[src/rtl/ram_fifo_ctrl.sv]
// rtl/ram_fifo_ctrl.sv - FIFO controller over a dual-port RAM with a 2-entry registered output buffer
module ram_fifo_ctrl #(
  parameter int ADDR_W = 6,
  parameter int DATA_W = 8
) (
  input  logic              sys_clk,
  input  logic              sys_rst_n,
  input  logic              clear,
  input  logic              s_valid,
  output logic              s_ready,
  input  logic [DATA_W-1:0] s_data,
  output logic              m_valid,
  input  logic              m_ready,
  output logic [DATA_W-1:0] m_data,
  output logic              ram_wr_en,
  output logic              ram_wr_we,
  output logic [ADDR_W-1:0] ram_wr_addr,
  output logic [DATA_W-1:0] ram_wr_data,
  output logic              ram_rd_en,
  output logic [ADDR_W-1:0] ram_rd_addr,
  input  logic [DATA_W-1:0] ram_rd_data,
  output logic [ADDR_W:0]   count,
  output logic              full,
  output logic              empty
);
  localparam int DEPTH = 2 ** ADDR_W;
  localparam logic [ADDR_W:0] DEPTH_C = (ADDR_W + 1)'(DEPTH);

  logic [ADDR_W-1:0] wr_ptr_q, wr_ptr_d, rd_ptr_q, rd_ptr_d;
  logic [ADDR_W:0]   ram_avail_q, ram_avail_d, count_q, count_d;
  logic              inflight_q, inflight_d;
  logic [DATA_W-1:0] buf_q [2];
  logic [DATA_W-1:0] buf_d [2];
  logic [1:0]        buf_cnt_q, buf_cnt_d;
  logic              push, pop, issue;
  logic [2:0]        occ;

  assign full    = (count_q == DEPTH_C);
  assign empty   = (count_q == '0);
  assign s_ready = !full && !clear;
  assign push    = s_valid && s_ready && sys_rst_n;
  assign m_valid = (buf_cnt_q != 2'd0);
  assign m_data  = buf_q[0];
  assign pop     = m_valid && m_ready;

  // Slots the buffer will hold after this edge; a read issued now lands one edge later.
  assign occ   = {1'b0, buf_cnt_q} + {2'b0, inflight_q} - {2'b0, pop};
  assign issue = (ram_avail_q != '0) && (occ < 3'd2) && !clear;

  assign ram_wr_en   = push;
  assign ram_wr_we   = push;
  assign ram_wr_addr = wr_ptr_q;
  assign ram_wr_data = s_data;
  assign ram_rd_en   = issue;
  assign ram_rd_addr = rd_ptr_q;
  assign count       = count_q;

  always_comb begin
    wr_ptr_d    = wr_ptr_q + ADDR_W'(push);
    rd_ptr_d    = rd_ptr_q + ADDR_W'(issue);
    ram_avail_d = ram_avail_q + (ADDR_W + 1)'(push) - (ADDR_W + 1)'(issue);
    inflight_d  = issue;
    count_d     = count_q;
    if (push && !pop) count_d = count_q + 1'b1;
    else if (pop && !push) count_d = count_q - 1'b1;
    buf_d     = buf_q;
    buf_cnt_d = buf_cnt_q;
    if (pop) begin
      buf_d[0]  = buf_q[1];
      buf_cnt_d = buf_cnt_q - 2'd1;
    end
    if (inflight_q) begin
      buf_d[buf_cnt_d[0]] = ram_rd_data;
      buf_cnt_d = buf_cnt_d + 2'd1;
    end
    // Flush drops the in-flight read so its data never reaches the buffer.
    if (clear) begin
      wr_ptr_d    = '0;
      rd_ptr_d    = '0;
      ram_avail_d = '0;
      inflight_d  = 1'b0;
      count_d     = '0;
      buf_cnt_d   = 2'd0;
    end
  end

  always_ff @(posedge sys_clk or negedge sys_rst_n) begin
    if (!sys_rst_n) begin
      wr_ptr_q    <= '0;
      rd_ptr_q    <= '0;
      ram_avail_q <= '0;
      inflight_q  <= 1'b0;
      count_q     <= '0;
      buf_cnt_q   <= 2'd0;
      buf_q[0]    <= '0;
      buf_q[1]    <= '0;
    end else begin
      wr_ptr_q    <= wr_ptr_d;
      rd_ptr_q    <= rd_ptr_d;
      ram_avail_q <= ram_avail_d;
      inflight_q  <= inflight_d;
      count_q     <= count_d;
      buf_cnt_q   <= buf_cnt_d;
      buf_q[0]    <= buf_d[0];
      buf_q[1]    <= buf_d[1];
    end
  end
endmodule

[config.mk]
export PLATFORM = sky130hd
export DESIGN_NAME = ram_fifo_ctrl
export DESIGN_NICKNAME = d
export VERILOG_FILES = /design/src/rtl/ram_fifo_ctrl.sv
export SDC_FILE = /design/constraint.sdc
export NUM_CORES = 1
export LEC_CHECK = 0
export BUFFER_PORTS_ARGS = -buffer_cell sky130_fd_sc_hd__buf_2
export CAP_MARGIN = 40
export CORE_AREA = 2 2 79 81
export CTS_CLUSTER_DIAMETER = 40
export DETAILED_ROUTE_END_ITERATION = 10
export DIE_AREA = 0 0 81 83
export PLACE_DENSITY = 0.75
export REMOVE_ABC_BUFFERS = 1
export SYNTH_ARGS = -nofsm -noshare
export SYNTH_HDL_FRONTEND = slang
export SYNTH_SLANG_ARGS = --single-unit
[constraint.sdc]
create_clock -name sys_clk -period 4.3 [get_ports sys_clk]
set_input_delay 0.645 -clock sys_clk [delete_from_list [all_inputs] [get_ports sys_clk]]
set_output_delay 0.645 -clock sys_clk [all_outputs]
set_load 0.005 [all_outputs]
# Word-level counts from Yosys, hierarchy flattened
# Index checks and enable logic that the tools add are counted.
[totals]
latch_bits = 0
word_cells = 55
n_memories = 0
inputBits = 21
mem_bits_rw = 0
mem_bits_ro = 0
out_inout_bits = 42
reg_bits = 45
[classes]
shift = 0
addsub = 10
n_reduce_logical = 17
bitwise = 1
div = 0
eq_ne = 1
multipliers = 0
magnitude_cmp = 3
n_mux = 15
[op_table]
columns = ["op", "n"]
rows = [
  ["$mux W7", 4],
  ["$bwmux W16", 1],
  ["$mux W16", 1],
  ["$mux W8", 2],
  ["$add A6 B1 Y6", 2],
  ["$mux W6", 2],
  ["$logic_and A1 B1 Y1", 9],
  ["$demux W8 S1", 1],
  ["$add A7 B1 Y7", 1],
  ["$add A7 B1 Y7 const B", 1],
  ["$eq A7 B7 Y1 const B", 1],
  ["$logic_not A7 Y1", 1],
  ["$reduce_bool A7 Y1", 1],
  ["$sub A7 B1 Y7", 1],
  ["$sub A7 B1 Y7 const B", 1],
  ["$mux W2", 3],
  ["$logic_not A1 Y1", 4],
  ["$add A2 B1 Y3", 1],
  ["$lt A3 B2 Y1 const B", 1],
  ["$reduce_bool A3 Y1", 1],
  ["$sub A3 B1 Y3", 1],
  ["$add A2 B1 Y2 const B", 1],
  ["$ge A2 B2 Y1 const B", 1],
  ["$lt A2 B1 Y1 const B", 1],
  ["other kinds (4)", 4],
]

# Logic depth before layout (Yosys ltp)
[depth]
ltp_word = 10
ltp_mapped = 22
ltp_nobuf = 20

# Worst setup path after synthesis
# No wires, ideal clock.
[synth_timing]
kind = "register to register"
startpoint = "register buf_cnt_q[0]"
endpoint = "register ram_avail_q[6]"
path_stages_with_launch = 23
arrival_time_ps = 4172
slack_ps = -1
setup_time_ps = 129
synth_period_minus_slack_ps = 4301
t_required_ps = 4171
n_path_buf = 2
cell_sequence = "dfrtp_1 > inv_1 > ha_1 > nand2b_1 > buf_1 > nor2_2 > or2_2 > ha_1 > clkbuf_1 > inv_1 > fa_1 > xnor2_1 > nand4_1 > or2_2 > nand2_1 > ha_1 > inv_1 > fa_1 > nand2b_1 > a21oi_1 > o21a_1 > or3_1 > nand3_1"
[synth_via]
elab_chain_cells = 8
elab_cells_between_ends = 9
cone_classes = "add/sub (3); order compare (1); mux (1); reduce/logical (4)"
[synth_lines]
columns = ["item", "line_no", "text"]
rows = [
  ["from (decl)", "34", "logic [1:0] buf_cnt_q, buf_cnt_d;"],
  ["from (signal assigned)", "103", "buf_cnt_q <= buf_cnt_d;"],
  ["parallel branches: the longest is 2 deep, another holds $add A2 B1 Y3", "--", ""],
  ["$sub A3 B1 Y3 *", "47", "assign occ = {1'b0, buf_cnt_q} + {2'b0, inflight_q} - {2'b0, pop};"],
  ["$lt A3 B2 Y1 *", "48", "assign issue = (ram_avail_q != '0) && (occ < 3'd2) && !clear;"],
  ["$logic_and A1 B1 Y1 * (2 in a row)", "48", ""],
  ["$sub A7 B1 Y7 *", "61", "ram_avail_d = ram_avail_q + (ADDR_W + 1)'(push) - (ADDR_W + 1)'(issue);"],
  ["$mux W7 *", "77", "if (clear) begin"],
  ["via ram_avail_d[6]", "30", "logic [ADDR_W:0] ram_avail_q, ram_avail_d, count_q, count_d;"],
  ["to (signal assigned)", "100", "ram_avail_q <= ram_avail_d;"],
  ["to (decl)", "30", ""],
]
# Mark *: on every way through the listed nets, which the timed path passes.
# A chain may end at the register's enable or synchronous reset.

# Final worst setup path
# Same ends and word-level chain as after synthesis.

==> metrics <==
run status completed; CTS HTree Levels 2; sequential fraction of the synthesis area 40.1%; Final Max Slew Viols 0; io pins 63; maximum fanout along the worst path 7; initial antenna violation count 0; Placed Instance Area 0.00301 mm2; # hold bufs at CTS 0; Synth warnings 0; detailed-router iteration count before antenna repair 4; area grow syn2layout 11.3%; gpl congestion 0.803; Max-slew headroom 54.7%; Final setup viols 0; clock slew at reported path FFs 80 ps; maxcap violations 0; total clock sinks 45; die area 0.00672 mm2; maximum VDD drop 372 uV; Synth Flop Type dfrtp_1; worst clock skew 2.98 ps; RSZ-0062 raised after global routing false; hpwl dp 3960 um; Synth top area share 40.1%; port buffer count 46; synthesized area per cell 10.0 um2; WP data arrival 4080 ps; Worst path max stage delay 460 ps; hold slack final 454 ps; Commonest cells post-synth 45 x dfrtp_1, 25 x nor2_1, 19 x ha_1, 19 x nand2_1, 18 x inv_1; metal1 wirelength 2490 um; total number of vias 2093; core box area 0.00582 mm2; cell count after synthesis 280; CTS buffer count 5; largest net degree at the start of global routing 46; final core occ 53.7%; share of layout cells above drive strength 1 25.8%; Avg Vias per Cell 5.38; met3 wire len 227 um; WS Path Type reg2reg; CTS tree built; post-CTS resize count 0; worst-margin pin slew 680 ps; highest clock rate 0.256 GHz; num rows 28; Die Span Y 83 um; Slowest cell on crit path dfrtp_1; # diodes 0; total congestion overflow 0; top cells by area, synth dfrtp_1 40%, ha_1 8.5%, buf_4 4.5%; Die Span X 81 um; clock tree buffer depth 2; Synth async-reset ratio 100%; first-pass GRT wire length 9330 um; routed len/inst 13.9 um; WP data required 4480 ps; Yosys reg bits 45; drt drc 0; Routed met2 length 2670 um; post-synthesis cell type count 50; Worst R2R Start buf_cnt_q[0]; clk root buf clkbuf_8; Routed Antenna Nets 0; CP cell instances inv_1 > ha_1 > nand2b_1 > nor2_2 > or2_2 > ha_1 > inv_1 > fa_1 > xnor2_1 > nand4_1 > or2_2 > nand2_1 > ha_1 > inv_1 > fa_1 > nand2b_1 > a21oi_1 > o21a_1 > or3_1 > nand3_1; Final Hold Viols 0; DRT Wirelength 5420 um; global-route usage over all layers 17.2%; number of synthesized flops with an enable pin 0; worst hold-check path type in2async; postcts setup bufs 0; Initial DRC Count 86; Mapped Area 0.00281 mm2; fin crit period 3900 ps; Worst setup SP type flop; effective utilization at floorplan 48.2%; Critical Path Start buf_cnt_q[0]; max layer used met4; Clk Latency, worst-skew pair 300 ps; most frequent cell after synthesis dfrtp_1; P_leak 0.00157 uW; Power Density 688 mW/mm2; CP Capture Type flop; final period utilization 90.8%; Final Net Count 356; post-layout instance area 0.00312 mm2; leading area contributor after synthesis dfrtp_1; vias in the first global route 2017
[path summary, 6_finish.rpt]
path | to | cells past startpoint | slack [ps]
worst max-delay path | ram_avail_q[6] | 20 | 400
worst min-delay path | ram_rd_addr[4] | 2 | 450
worst max register to register | ram_avail_q[6] | 20 | 400
worst min register to register | flop | 1 | 520
max in group asynchronous | m_data[3] | 2 | 3460
min in group sys_clk | flop | 1 | 520
[placed cells by master, fill, tap and decap left out, types with 8 or more instances in the layout]
| cell | n |
|---|---|
| ha_1 | 19 |
| xnor2_1 | 10 |
| nor2_1 | 25 |
| nor2b_1 | 10 |
| dfrtp_1 | 45 |
| mux2i_1 | 9 |
| nand2_1 | 19 |
| inv_1 | 18 |
| a21oi_1 | 8 |
| buf_2 | 46 |
| nand3_1 | 10 |
| mux2_2 | 9 |
[metrics by stage]
step	TNS [ps]	total power (uW)	setup WS, ps	std cells
after floorplan	-116	1520	-116	253
after global placement	0	1800	561	381
after detailed placement	0	1840	409	381
after CTS	0	2170	383	389
after global routing	0	2350	33.3	389
final	0	2150	398	389
[critical path, delay by kind of cell, from the launching register on]
| kind | cells | cell delay, ps |
|---|---|---|
| AO/OA/AOI/OAI | 2 | 350 |
| flip-flops | 1 | 460 |
| buffers and inverters | 3 | 210 |
| AND/OR/NAND/NOR | 9 | 1320 |
| XOR/XNOR | 1 | 160 |
| adder cells (fa/ha/maj) | 5 | 1300 |
[cell families after synthesis]
family / after synthesis / synth area share (%)
adders and majority gates: 22 / 10.6
muxes: 18 / 6.82
xor gates and xnor gates: 18 / 5.89
AOI/OAI and AO/OA: 42 / 11.5
buffers and inverters: 45 / 8.52
and+or+nand+nor: 90 / 16.5
DFF: 45 / 40.1
[layout make-up]
class,count,area [um2]
fill,541,2690
multi-input combinational,190,1440
tap,75,93.8
clock buffer,6,72.6
inverter,18,67.6
timing repair buffer,53,283
sequential,45,1130
clock inverter,2,38.8
[where the power goes]
part	leakage (uW)	internal, uW	total, uW	switching (uW)
registers	0.000579	574	712	139
clock network	0.0000554	175	321	146
logic	0.000936	551	1110	563
[per-layer routing]
metal	global-route usage, %	vias to the layer above
met2	27.4	51
met3	4.13	5
met1	23.4	1017
met5	0	-
li1	-	1020
met4	4.31	0
Note: power is estimated with default switching activity, not from simulation.
